[config.mk]
export PLATFORM = sky130hd
export DESIGN_NAME = inst_sram_axi_rd_bridge_flat
export DESIGN_NICKNAME = d
export VERILOG_FILES = /design/src/rtl/inst_sram_axi_rd_bridge_if.sv /design/src/rtl/inst_sram_axi_rd_bridge.sv /design/src/flat_wrapper.sv
export SDC_FILE = /design/constraint.sdc
export NUM_CORES = 1
export LEC_CHECK = 0
export BUFFER_PORTS_ARGS = -buffer_cell sky130_fd_sc_hd__buf_4
export CORE_MARGIN = 10
export CORE_UTILIZATION = 30
export DETAILED_ROUTE_END_ITERATION = 6
export PLACE_DENSITY = 0.61
export SLEW_MARGIN = 20
export SYNTH_ARGS = -nofsm -noshare
export SYNTH_HDL_FRONTEND = slang
export SYNTH_SLANG_ARGS = --single-unit
[constraint.sdc]
create_clock -name cpu_clk_50M -period 2.75 [get_ports cpu_clk_50M]
set_clock_uncertainty 0.05 [all_clocks]
set_input_delay 0.275 -clock cpu_clk_50M [delete_from_list [all_inputs] [get_ports cpu_clk_50M]]
set_output_delay 0.275 -clock cpu_clk_50M [all_outputs]
set_load 0.005 [all_outputs]
[src/rtl/inst_sram_axi_rd_bridge_if.sv]
// Bus bundles for the instruction fetch bridge: the SRAM-like fetch port
// and the AXI4 read-address/read-data channels toward the crossbar.

interface inst_sram_if;
  logic        inst_req;
  logic [31:0] inst_addr;
  logic        inst_addr_ok;
  logic        inst_data_ok;
  logic [31:0] inst_rdata;
  logic        inst_err;

  modport master (
    output inst_req,
    output inst_addr,
    input  inst_addr_ok,
    input  inst_data_ok,
    input  inst_rdata,
    input  inst_err
  );

  modport slave (
    input  inst_req,
    input  inst_addr,
    output inst_addr_ok,
    output inst_data_ok,
    output inst_rdata,
    output inst_err
  );
endinterface

interface axi_rd_if;
  logic [3:0]  arid;
  logic [31:0] araddr;
  logic [7:0]  arlen;
  logic [2:0]  arsize;
  logic [1:0]  arburst;
  logic [1:0]  arlock;
  logic [3:0]  arcache;
  logic [2:0]  arprot;
  logic        arvalid;
  logic        arready;
  logic [3:0]  rid;
  logic [31:0] rdata;
  logic [1:0]  rresp;
  logic        rlast;
  logic        rvalid;
  logic        rready;

  modport master (
    output arid,
    output araddr,
    output arlen,
    output arsize,
    output arburst,
    output arlock,
    output arcache,
    output arprot,
    output arvalid,
    input  arready,
    input  rid,
    input  rdata,
    input  rresp,
    input  rlast,
    input  rvalid,
    output rready
  );

  modport slave (
    input  arid,
    input  araddr,
    input  arlen,
    input  arsize,
    input  arburst,
    input  arlock,
    input  arcache,
    input  arprot,
    input  arvalid,
    output arready,
    output rid,
    output rdata,
    output rresp,
    output rlast,
    output rvalid,
    input  rready
  );
endinterface

[src/rtl/inst_sram_axi_rd_bridge.sv]
// Instruction-side SRAM-like to AXI4 single-beat read bridge; one fetch in
// flight at a time, walking IDLE -> AR -> R -> DONE.

module inst_sram_axi_rd_bridge #(
  parameter logic [3:0] AXI_ID = 4'd0
) (
  input  logic       cpu_clk_50M,
  input  logic       cpu_rst_n,
  inst_sram_if.slave sram,
  axi_rd_if.master   axi
);

  typedef enum logic [1:0] {
    IDLE = 2'd0,
    AR   = 2'd1,
    R    = 2'd2,
    DONE = 2'd3
  } state_t;

  state_t      state_q;
  state_t      state_d;
  logic [31:0] addr_q;
  logic [31:0] rdata_q;
  logic        err_q;
  logic        accept;
  logic        r_fire;
  logic        unused_r_fields;

  // State register
  always_ff @(posedge cpu_clk_50M) begin
    if (!cpu_rst_n) begin
      state_q <= IDLE;
    end else begin
      state_q <= state_d;
    end
  end

  // Next-state logic
  always_comb begin
    state_d = state_q;
    case (state_q)
      IDLE: if (sram.inst_req) state_d = AR;
      AR:   if (axi.arready)   state_d = R;
      R:    if (axi.rvalid)    state_d = DONE;
      DONE: state_d = IDLE;
      default: state_d = IDLE;
    endcase
  end

  // Moore-style handshake outputs; addr_ok is the only one that follows an input
  always_comb begin
    sram.inst_addr_ok = 1'b0;
    sram.inst_data_ok = 1'b0;
    axi.arvalid       = 1'b0;
    axi.rready        = 1'b0;
    case (state_q)
      IDLE: sram.inst_addr_ok = sram.inst_req & cpu_rst_n;
      AR:   axi.arvalid       = 1'b1;
      R:    axi.rready        = 1'b1;
      DONE: sram.inst_data_ok = 1'b1;
      default: ;
    endcase
  end

  assign accept = sram.inst_addr_ok;
  assign r_fire = (state_q == R) && axi.rvalid;

  // Address and returned word are captured only at their handshakes
  always_ff @(posedge cpu_clk_50M) begin
    if (!cpu_rst_n) begin
      addr_q  <= 32'h0;
      rdata_q <= 32'h0;
      err_q   <= 1'b0;
    end else begin
      if (accept) begin
        addr_q <= sram.inst_addr;
      end
      if (r_fire) begin
        rdata_q <= axi.rdata;
        err_q   <= (axi.rresp != 2'b00);
      end
    end
  end

  assign sram.inst_rdata = rdata_q;
  assign sram.inst_err   = err_q;

  assign axi.arid    = AXI_ID;
  assign axi.araddr  = {addr_q[31:2], 2'b00};
  assign axi.arlen   = 8'd0;
  assign axi.arsize  = 3'b010;
  assign axi.arburst = 2'b01;
  assign axi.arlock  = 2'b00;
  assign axi.arcache = 4'b0000;
  assign axi.arprot  = 3'b000;

  // Single-beat reads from a single ID make rid and rlast redundant
  assign unused_r_fields = ^{axi.rid, axi.rlast};

endmodule

[src/flat_wrapper.sv]
// flat-port wrapper written by rule: the top's interface ports become plain ports
module inst_sram_axi_rd_bridge_flat 
#(
  parameter logic [3:0] AXI_ID = 4'd0
)
  (cpu_clk_50M, cpu_rst_n, sram_inst_req, sram_inst_addr, sram_inst_addr_ok, sram_inst_data_ok, sram_inst_rdata, sram_inst_err, axi_arid, axi_araddr, axi_arlen, axi_arsize, axi_arburst, axi_arlock, axi_arcache, axi_arprot, axi_arvalid, axi_arready, axi_rid, axi_rdata, axi_rresp, axi_rlast, axi_rvalid, axi_rready);
  inst_sram_if sram_i ();
  axi_rd_if axi_i ();
  input  logic cpu_clk_50M;
  input  logic cpu_rst_n;
  input wire logic [$bits(sram_i.inst_req)-1:0] sram_inst_req;
  input wire logic [$bits(sram_i.inst_addr)-1:0] sram_inst_addr;
  output wire logic [$bits(sram_i.inst_addr_ok)-1:0] sram_inst_addr_ok;
  output wire logic [$bits(sram_i.inst_data_ok)-1:0] sram_inst_data_ok;
  output wire logic [$bits(sram_i.inst_rdata)-1:0] sram_inst_rdata;
  output wire logic [$bits(sram_i.inst_err)-1:0] sram_inst_err;
  output wire logic [$bits(axi_i.arid)-1:0] axi_arid;
  output wire logic [$bits(axi_i.araddr)-1:0] axi_araddr;
  output wire logic [$bits(axi_i.arlen)-1:0] axi_arlen;
  output wire logic [$bits(axi_i.arsize)-1:0] axi_arsize;
  output wire logic [$bits(axi_i.arburst)-1:0] axi_arburst;
  output wire logic [$bits(axi_i.arlock)-1:0] axi_arlock;
  output wire logic [$bits(axi_i.arcache)-1:0] axi_arcache;
  output wire logic [$bits(axi_i.arprot)-1:0] axi_arprot;
  output wire logic [$bits(axi_i.arvalid)-1:0] axi_arvalid;
  input wire logic [$bits(axi_i.arready)-1:0] axi_arready;
  input wire logic [$bits(axi_i.rid)-1:0] axi_rid;
  input wire logic [$bits(axi_i.rdata)-1:0] axi_rdata;
  input wire logic [$bits(axi_i.rresp)-1:0] axi_rresp;
  input wire logic [$bits(axi_i.rlast)-1:0] axi_rlast;
  input wire logic [$bits(axi_i.rvalid)-1:0] axi_rvalid;
  output wire logic [$bits(axi_i.rready)-1:0] axi_rready;
  assign sram_i.inst_req = sram_inst_req;
  assign sram_i.inst_addr = sram_inst_addr;
  assign sram_inst_addr_ok = sram_i.inst_addr_ok;
  assign sram_inst_data_ok = sram_i.inst_data_ok;
  assign sram_inst_rdata = sram_i.inst_rdata;
  assign sram_inst_err = sram_i.inst_err;
  assign axi_arid = axi_i.arid;
  assign axi_araddr = axi_i.araddr;
  assign axi_arlen = axi_i.arlen;
  assign axi_arsize = axi_i.arsize;
  assign axi_arburst = axi_i.arburst;
  assign axi_arlock = axi_i.arlock;
  assign axi_arcache = axi_i.arcache;
  assign axi_arprot = axi_i.arprot;
  assign axi_arvalid = axi_i.arvalid;
  assign axi_i.arready = axi_arready;
  assign axi_i.rid = axi_rid;
  assign axi_i.rdata = axi_rdata;
  assign axi_i.rresp = axi_rresp;
  assign axi_i.rlast = axi_rlast;
  assign axi_i.rvalid = axi_rvalid;
  assign axi_rready = axi_i.rready;
  inst_sram_axi_rd_bridge #(.AXI_ID(AXI_ID)) u_core (.cpu_clk_50M(cpu_clk_50M), .cpu_rst_n(cpu_rst_n), .sram(sram_i), .axi(axi_i));
endmodule
==> impl_metrics.ini, run 1 <==
[synth]
synth_most_common_cell = nand2_1
ys_warn_count = 0
synth_cell_type_count = 21
yosysTopAreaCell = dfxtp_1
synth_edf_count = 0
yosysTopAreaCellShare_pct = 49.69
async_reset_ff_share_pct = 0
postSynthCellCount = 324
ys_seq_elements = 65
synth_area_sq_mm = 0.002619
postSynthAreaPerCell_sq_um = 8.083
ys_seq_area_share_pct = 49.69
synth_common_cells = nand2_1, dfxtp_1, a21boi_1
synth_ff_type = dfxtp_1
synth_area_leaders = dfxtp_1, nand2_1, a21boi_1

[die]
fp.dieW_um = 113.4
start_util_pct = 30.47
die_y_um = 113.4
fp.dieArea_sq_mm = 0.01287
ios = 171
core-area_sq_mm = 0.008593
rows = 34

[sta]
timing.fmax_mhz = 515.9
drv_slew = 0
maxSlewHeadroom_pct = 57.67
worstMarginPinSlew_ns = 0.6350
setup_tns_ns = 0
setup_viol_count_final = 0
hold_violations = 0
period_minus_slack_ns = 1.938
post-route-period-util_pct = 70.49
fin_hold_ws_ns = 0.09267
rsz0062_at_grt = false

[clocking]
h-tree-depth = 3
insertion_delay_ns = 0.33
path_clk_slew_ns = 0.07
cts_buffer_depth = 2
cts-root-buf = clkbuf_8
cts_tree = done
clkSinkCount = 65
cts_setup_buffers = 0
cts_resized = 0
cts_made_buffers = 9
hold_buffers = 0

[worst_setup_path]
crit_path_end_kind = output pin
reg2reg_slack_ns = 1.03
r2r_cells = 5
r2r-start = u_core.state_q[0]
cp_data_arrival_time_ns = 1.61
crit_start = u_core.state_q[0]
endpoint = sram_inst_addr_ok
cp_cell_sequence = inv_1 -> ha_1 -> and3_2 -> buf_4
crit_family = simple AND/OR/NAND/NOR gates
crit_required_ns = 2.42
critPathLaunchType = register
crit_fanout = 27
timing.rr.end = u_core.addr_q[4]
path_buf_inv = 2
path_depth = 4
cpPeakStageDelay_ns = 0.46
cp_slowest_cell = and3_2
path_class = register to output pin

[routing]
drc = 0
wl_mm = 7.863
vias = 2326
dr.pass1.iters = 7
drtIter0Drc = 113
wl_per_cell_um = 13.94
final_antenna_net_count = 0
viasPerCell = 4.124

[layout]
drive_above_1_share_pct = 33.77
finish.net_count = 532
syn2layout_area_growth_pct = 45.39
fin_util_pct = 44.31
fill_cells = 889
insertedDiodeCount = 0

[min_path]
hold_path_class = input port to register
whs_path_depth = 3

[grt]
grt_overflow_total = 0
grt_pass1_vias = 2245
grtUsageTotal_pct = 11.72
grt_max_degree = 68
antenna_found_initial = 0
grt_pass1_wl_mm = 12.22

[power]
leakagePower_uw = 0.001737
total_power_uw = 2780
powerDensity_mw_per_mm2 = 730.2
peakVddDrop_mv = 0.4027

[place]
dp_hpwl_mm = 6.037
gp_congestion = 0.7388
portBuffers = 135

[flow_run]
drv_cap = 0

[run_status]
status = finished, final reports clean
## through the flow
| step | instances | setup WS, ns | cell area [sq um] |
|---|---|---|---|
| 2_1_floorplan | 350 | 1.351 | 2716 |
| 3_3_place_gp | 549 | 1.072 | 3597 |
| 3_5_place_dp | 549 | 0.9860 | 3597 |
| 4_1_cts | 564 | 0.7865 | 3807 |
| 5_1_grt | 564 | 0.6282 | 3807 |
| 6_report | 564 | 0.8116 | 3807 |
## report_power, final
group          switching (uW)  total, uW  leakage (uW)  internal [uW]
logic                     360        736       0.00110            376
clock network             334        864      0.000106            530
registers                83.2       1180      0.000530           1100
## registers in the layout (all words and copies together) (netlist names)
name / cells
u_core.state_q: 2
u_core.sram.inst_rdata: 32
u_core.addr_q: 30
u_core.sram.inst_err: 1
## how the worst min path moves through the flow
stage / slack (ns) / endpoint / start
2_1_floorplan: 0.33 / u_core.addr_q[19] / sram_inst_addr[19]
3_3_place_gp: 0.39 / u_core.addr_q[18] / u_core.addr_q[18]
3_5_place_dp: 0.39 / u_core.addr_q[18] / u_core.addr_q[18]
4_1_cts: 0.07 / u_core.addr_q[20] / sram_inst_addr[20]
5_1_grt: 0.07 / u_core.addr_q[30] / sram_inst_addr[30]
6_report: 0.09 / u_core.addr_q[30] / sram_inst_addr[30]
## tightest hold or removal path: cells and delay by family
family / cells / cell delay, ns
buf+inv: 1 / 0.08
compound gates: 1 / 0.05
simple gates: 1 / 0.03
## cell type report
| type | instances | area (sq um) | share of cell area [%] |
|---|---|---|---|
| Clock inverter | 3 | 65.06 | 1.709 |
| Clock buffer | 12 | 145.1 | 3.812 |
| Sequential cell | 65 | 1301 | 34.18 |
| Timing Repair Buffer | 140 | 1051 | 27.60 |
| Tap cell | 108 | 135.1 | 3.549 |
| Multi-Input combinational cell | 231 | 1091 | 28.66 |
| Inverter | 5 | 18.77 | 0.4929 |
## routing by layer
| metal | wire length (um) | vias to the layer above | GRT usage (%) |
|---|---|---|---|
| li1 | - | 1219 | - |
| met1 | 3103 | 1021 | 12.57 |
| met2 | 4019 | 75 | 19.82 |
| met3 | 600 | 11 | 4.357 |
| met4 | 140 | 0 | 6.007 |
| met5 | 0 | - | 0 |
## cell usage in the layout, fill, tap and decap left out, types with 2 or more instances in the layout
| cell type | netlist | routed |
|---|---|---|
| a21boi_0 | 2 | 2 |
| a21boi_1 | 30 | 30 |
| buf_4 | 28 | 140 |
| bufinv_16 | 0 | 2 |
| clkbuf_1 | 6 | 2 |
| clkbuf_8 | 0 | 10 |
| conb_1 | 2 | 28 |
| dfxtp_1 | 65 | 65 |
| ha_1 | 4 | 4 |
| inv_1 | 4 | 4 |
| mux2i_1 | 2 | 2 |
| nand2_1 | 128 | 128 |
| o21ai_0 | 15 | 15 |
| o21ai_1 | 16 | 16 |
## kinds of logic after synthesis
group	after synthesis	share of synthesized area [%]
simple gates	133	19.45
flops	65	49.69
compound gates	64	15.48
buf+inv	54	12.42
fa+ha+maj	4	1.911
mux	2	0.7645
other cells	2	0.2868
No activity file was read; power rests on OpenSTA's default activity.
==> run 2: changes to the inputs <==
==> constraint.sdc (replaced) <==
create_clock -name cpu_clk_50M -period 1.8 [get_ports cpu_clk_50M]
set_clock_uncertainty 0.05 [all_clocks]
set_input_delay 0.18 -clock cpu_clk_50M [delete_from_list [all_inputs] [get_ports cpu_clk_50M]]
set_output_delay 0.18 -clock cpu_clk_50M [all_outputs]
set_load 0.005 [all_outputs]
==> run 2 against run 1 <==
Setup slack worse by 0.67 ns. Cell count is 4.8% higher. Core utilization is 3.4 points higher. Cell area is 7.7% higher.
==> impl_metrics.ini, run 2 (synthesis results as in run 1) <==
[sta]
post-route-period-util_pct = 92.00
timing.fmax_mhz = 603.9
maxSlewHeadroom_pct = 62.52
drv_slew = 0
rsz0062_at_grt = false
fin_hold_ws_ns = 0.01591
hold_violations = 0
setup_tns_ns = 0
worstMarginPinSlew_ns = 0.5622
setup_viol_count_final = 0
period_minus_slack_ns = 1.656

[flow_run]
drv_cap = 0

[layout]
final_common_cell = buf_4
finish.net_count = 559
most-common-layout-cells = buf_4, nand2_1, dfxtp_1
fin_util_pct = 47.73
drive_above_1_share_pct = 32.30
syn2layout_area_growth_pct = 56.62
instances_no_fill = 591
largest_reg_flops = 32
fill_cells = 857
insertedDiodeCount = 0

[worst_setup_path]
r2r_cells = 4
critPathLaunchType = register
path_class = register to output pin
crit_fanout = 10
cp_data_arrival_time_ns = 1.43
crit_required_ns = 1.57
crit_path_end_kind = output pin

[routing]
met1_length_mm = 3.161
vias = 2467
wl_per_cell_um = 13.83
dr.pass1.iters = 5
routed.top_layer = met4
drtIter0Drc = 120
final_antenna_net_count = 0
dr_wl_met3_um = 600
wl_mm = 8.176
wl_met2_mm = 4.233
drc = 0
viasPerCell = 4.174

[die]
ios = 171
core-area_sq_mm = 0.008593
fp.dieArea_sq_mm = 0.01287
rows = 34
start_util_pct = 30.47
fp.dieW_um = 113.4
die_y_um = 113.4

[clocking]
path_clk_slew_ns = 0.06
cts-root-buf = clkbuf_8
insertion_delay_ns = 0.32
cts_tree = done
cts_setup_buffers = 0
cts_buffer_depth = 2
cts_made_buffers = 9
h-tree-depth = 3
clkSinkCount = 65

[power]
swShare_pct = 28.55
powerDensity_mw_per_mm2 = 1033
seqPwrFrac_pct = 42.6
internal-power_uw = 3029
p_sw_uw = 1210
peakVddDrop_mv = 0.6860
power_frac_comb_pct = 28.5
total_power_uw = 4239
clkPwrFrac_pct = 28.9
leakagePower_uw = 0.001857

[min_path]
whs_path_depth = 3
hold_path_class = input port to register

[grt]
grtUsageTotal_pct = 12.23
grt_pass1_wl_mm = 12.91
antenna_found_initial = 0
grt_overflow_total = 0
grt_max_degree = 53
grt_pass1_vias = 2516

[place]
placed_cells_incl_taps = 549
dp_hpwl_mm = 6.066
portBuffers = 135
gp_congestion = 0.7726

[run_status]
status = finished, final reports clean
[run 2: worst paths after layout]
kind                                     end  slack, ns                        from
setup / recovery           sram_inst_addr_ok       0.14           u_core.state_q[1]
hold / removal             u_core.addr_q[23]       0.02          sram_inst_addr[23]
setup reg to reg           u_core.state_q[1]       0.21           u_core.state_q[1]
hold reg to reg   u_core.sram.inst_rdata[30]       0.40  u_core.sram.inst_rdata[30]
[run 2: cell type report]
cell class              count  area, sq um  area share (%)
flip-flops and latches     65         1303           31.76
repair buffers            167         1359           33.13
clock inverters             3        40.04          0.9762
multi-input cells         231         1091           26.60
clock buffers              12        155.1           3.783
inverters                   5        18.77          0.4576
well taps                 108        135.1           3.295
[run 2: layer usage]
| metal | vias up | global-route usage [%] |
|---|---|---|
| met4 | 0 | 4.399 |
| met2 | 86 | 21.62 |
| li1 | 1275 | - |
| met1 | 1093 | 12.64 |
| met5 | - | 0 |
| met3 | 13 | 5.197 |
[run 2: critical path: stages, from the launching register on]
cell and delay (ns):
dfxtp_1 0.38, inv_1 0.08, ha_1 0.21, and3_2 0.26
buf_4 0.16
[run 2: what timing repair did]
item / CTS / global route
hold endpoints to repair: 27 / 0
gates resized for setup: 0 / 1
endpoints found under the setup margin: 0 / 1
hold buffers: 27 / 0
[run 2: power by group through the flow]
stage          clock network (uW)  logic, uW  registers [uW]
6_report                     1220       1210            1810
5_1_grt                      1350       1350            1840
4_1_cts                      1290       1230            1810
3_5_place_dp                    0       1180            1840
3_3_place_gp                    0       1160            1820
2_1_floorplan                   0        543            1840
[run 2: through the flow]
| step | cell area [sq um] | setup slack (ns) |
|---|---|---|
| floorplan | 2716 | 0.4007 |
| global placement | 3635 | 0.2855 |
| detailed placement | 3635 | 0.2031 |
| CTS | 4100 | 0.09401 |
| global route | 4101 | 0.02772 |
| finish | 4101 | 0.1440 |
==> run 3: changes to the inputs <==
--- a/config.mk
+++ b/config.mk
@@ -5,11 +5,14 @@
 export SDC_FILE = /design/constraint.sdc
 export NUM_CORES = 1
 export LEC_CHECK = 0
+export ABC_AREA = 1
 export BUFFER_PORTS_ARGS = -buffer_cell sky130_fd_sc_hd__buf_4
 export CORE_MARGIN = 10
 export CORE_UTILIZATION = 30
 export DETAILED_ROUTE_END_ITERATION = 6
+export GPL_TIMING_DRIVEN = 1
 export PLACE_DENSITY = 0.61
+export REMOVE_ABC_BUFFERS = 1
 export SLEW_MARGIN = 20
 export SYNTH_ARGS = -nofsm -noshare
 export SYNTH_HDL_FRONTEND = slang
==> run 3 against run 2 <==
Clock power down 13%. Die area up 1.5%. Critical path depth up 2. Combinational power up 44%. Hold slack better by 0.0024 ns. Routed wire length down 1.6%. Sequential power up 13%. Global-route usage down 0.78 points. Maximum frequency down 2.5%. Non-clock buffer count down 17. Sequential share of layout area up 1.0 points. First-iteration DRC count up 43%. Critical endpoint unchanged. Largest cell class is now flip-flops and latches.
==> impl_metrics.ini, run 3 <==
[run_status]
status = finished, final reports clean

[layout]
largest_reg_flops = 32
instances_no_fill = 611
finish.net_count = 579
final_common_cell = buf_4
drive_above_1_share_pct = 31.61
most-common-layout-cells = buf_4, nor2_1, nand2_1
fin_util_pct = 45.75
syn2layout_area_growth_pct = 48.83
insertedDiodeCount = 0
fill_cells = 855

[clocking]
h-tree-depth = 3
cts_buffer_depth = 2
cts-root-buf = clkbuf_8
path_clk_slew_ns = 0.07
clkSinkCount = 65
cts_setup_buffers = 0
cts_tree = done
insertion_delay_ns = 0.33
cts_made_buffers = 9

[sta]
hold_violations = 0
post-route-period-util_pct = 94.34
period_minus_slack_ns = 1.698
fin_hold_ws_ns = 0.01828
setup_slack_ns = 0.1019
setup_viol_count_final = 0
rsz0062_at_grt = false
drv_slew = 0
timing.fmax_mhz = 588.9

[synth]
synth_ff_type = dfxtp_1
synth_cell_type_count = 16
synth_most_common_cell = nor2_1
ys_warn_count = 0
synth_edf_count = 0
yosysTopAreaCellShare_pct = 48.78
synth_common_cells = nor2_1, nand2_1, dfxtp_1
postSynthAreaPerCell_sq_um = 7.431
synth_area_sq_mm = 0.002668
async_reset_ff_share_pct = 0
yosysTopAreaCell = dfxtp_1
ys_seq_elements = 65
synth_area_leaders = dfxtp_1, o21ai_0, nor2_1
postSynthCellCount = 359
ys_seq_area_share_pct = 48.78

[place]
placed_cells_incl_taps = 585
dp_hpwl_mm = 5.848
portBuffers = 135
place_ws_ns = 0.2434
gp_congestion = 0.6985

[flow_run]
drv_cap = 0

[min_path]
hold_path_class = input port to register

[grt]
antenna_found_initial = 0
gr-max-usage-layer = met2
grt_overflow_total = 0
grt_pass1_vias = 2495
grt_max_degree = 47
met3_usage_pct = 6.918
grtUsageTotal_pct = 11.45
met2_usage_pct = 17.88
grt_pass1_wl_mm = 12.26
use_met1_pct = 12.82

[die]
fp.dieW_um = 114.3
start_util_pct = 30.74
die_y_um = 114.3
rows = 34
fp.dieArea_sq_mm = 0.01306
ios = 171
core-area_sq_mm = 0.008678

[routing]
drtIter0Drc = 172
dr.pass1.iters = 4
drc = 0
vias = 2579
wl_per_cell_um = 13.17
wl_mm = 8.048
final_antenna_net_count = 0
viasPerCell = 4.221

[worst_setup_path]
crit_fanout = 12
crit_required_ns = 1.57
critPathLaunchType = register
path_class = register to output pin
cp_data_arrival_time_ns = 1.47
crit_path_end_kind = output pin

[power]
powerDensity_mw_per_mm2 = 1219
leakagePower_uw = 0.002189
peakVddDrop_mv = 0.4984
run 3: through the flow:
stage | area, sq um | power, uW | TNS [ns]
2_1_floorplan | 2451 | 2772 | -0.01637
3_3_place_gp | 3655 | 3709 | 0
3_5_place_dp | 3655 | 3755 | 0
4_1_cts | 3908 | 4862 | 0
5_1_grt | 3970 | 5255 | 0
6_report | 3970 | 4838 | 0
run 3: kinds of logic after synthesis:
logic type,share of synthesized area (%)
AOI/OAI and AO/OA,11.82
other,0.2815
buffers and inverters,16.98
adders and majority gates,1.876
DFF,48.78
and+or+nand+nor,20.26
run 3: worst max-delay path, stage by stage, from the launching register on:
cell and delay [ns]:
dfxtp_1 0.33, inv_1 0.10, ha_2 0.22, nand3_4 0.14, buf_12 0.19, inv_1 0.05
buf_4 0.10
run 3: layout make-up:
type | instances | area, sq um | share of cell area [%]
clock buffer | 12 | 145.1 | 3.656
clock inverter | 3 | 17.52 | 0.4412
inverter | 37 | 141.4 | 3.561
multi-input combinational | 236 | 1021 | 25.72
sequential | 65 | 1301 | 32.78
tap | 108 | 135.1 | 3.404
timing repair buffer | 150 | 1209 | 30.44
run 3: final timing paths:
check	start	endpoint	slack, ns	depth (start not counted)
hold / removal	sram_inst_addr[3]	u_core.addr_q[3]	0.02	3
hold reg to reg	u_core.sram.inst_rdata[23]	u_core.sram.inst_rdata[23]	0.43	2
setup reg to reg	u_core.state_q[0]	u_core.sram.inst_rdata[0]	0.32	6
setup / recovery	u_core.state_q[1]	sram_inst_addr_ok	0.10	6
run 3: power breakdown:
part	switching, uW	total, uW	leakage (uW)	internal, uW
clock network	530	1060	0.0000822	526
logic	817	1740	0.00157	928
registers	199	2040	0.000535	1840
run 3: repair_timing:
item | 4_1_cts | 5_1_grt
setup endpoints to repair | 0 | 2
hold buffers | 9 | 0
endpoints found under the hold margin | 9 | 0
resized for setup | 0 | 5
run 3: routing by layer:
metal / share of wire [%] / wire length, um
met1: 42 / 3352
met2: 46 / 3667
met3: 12 / 979
met4: 0.60 / 48
met5: 0 / 0
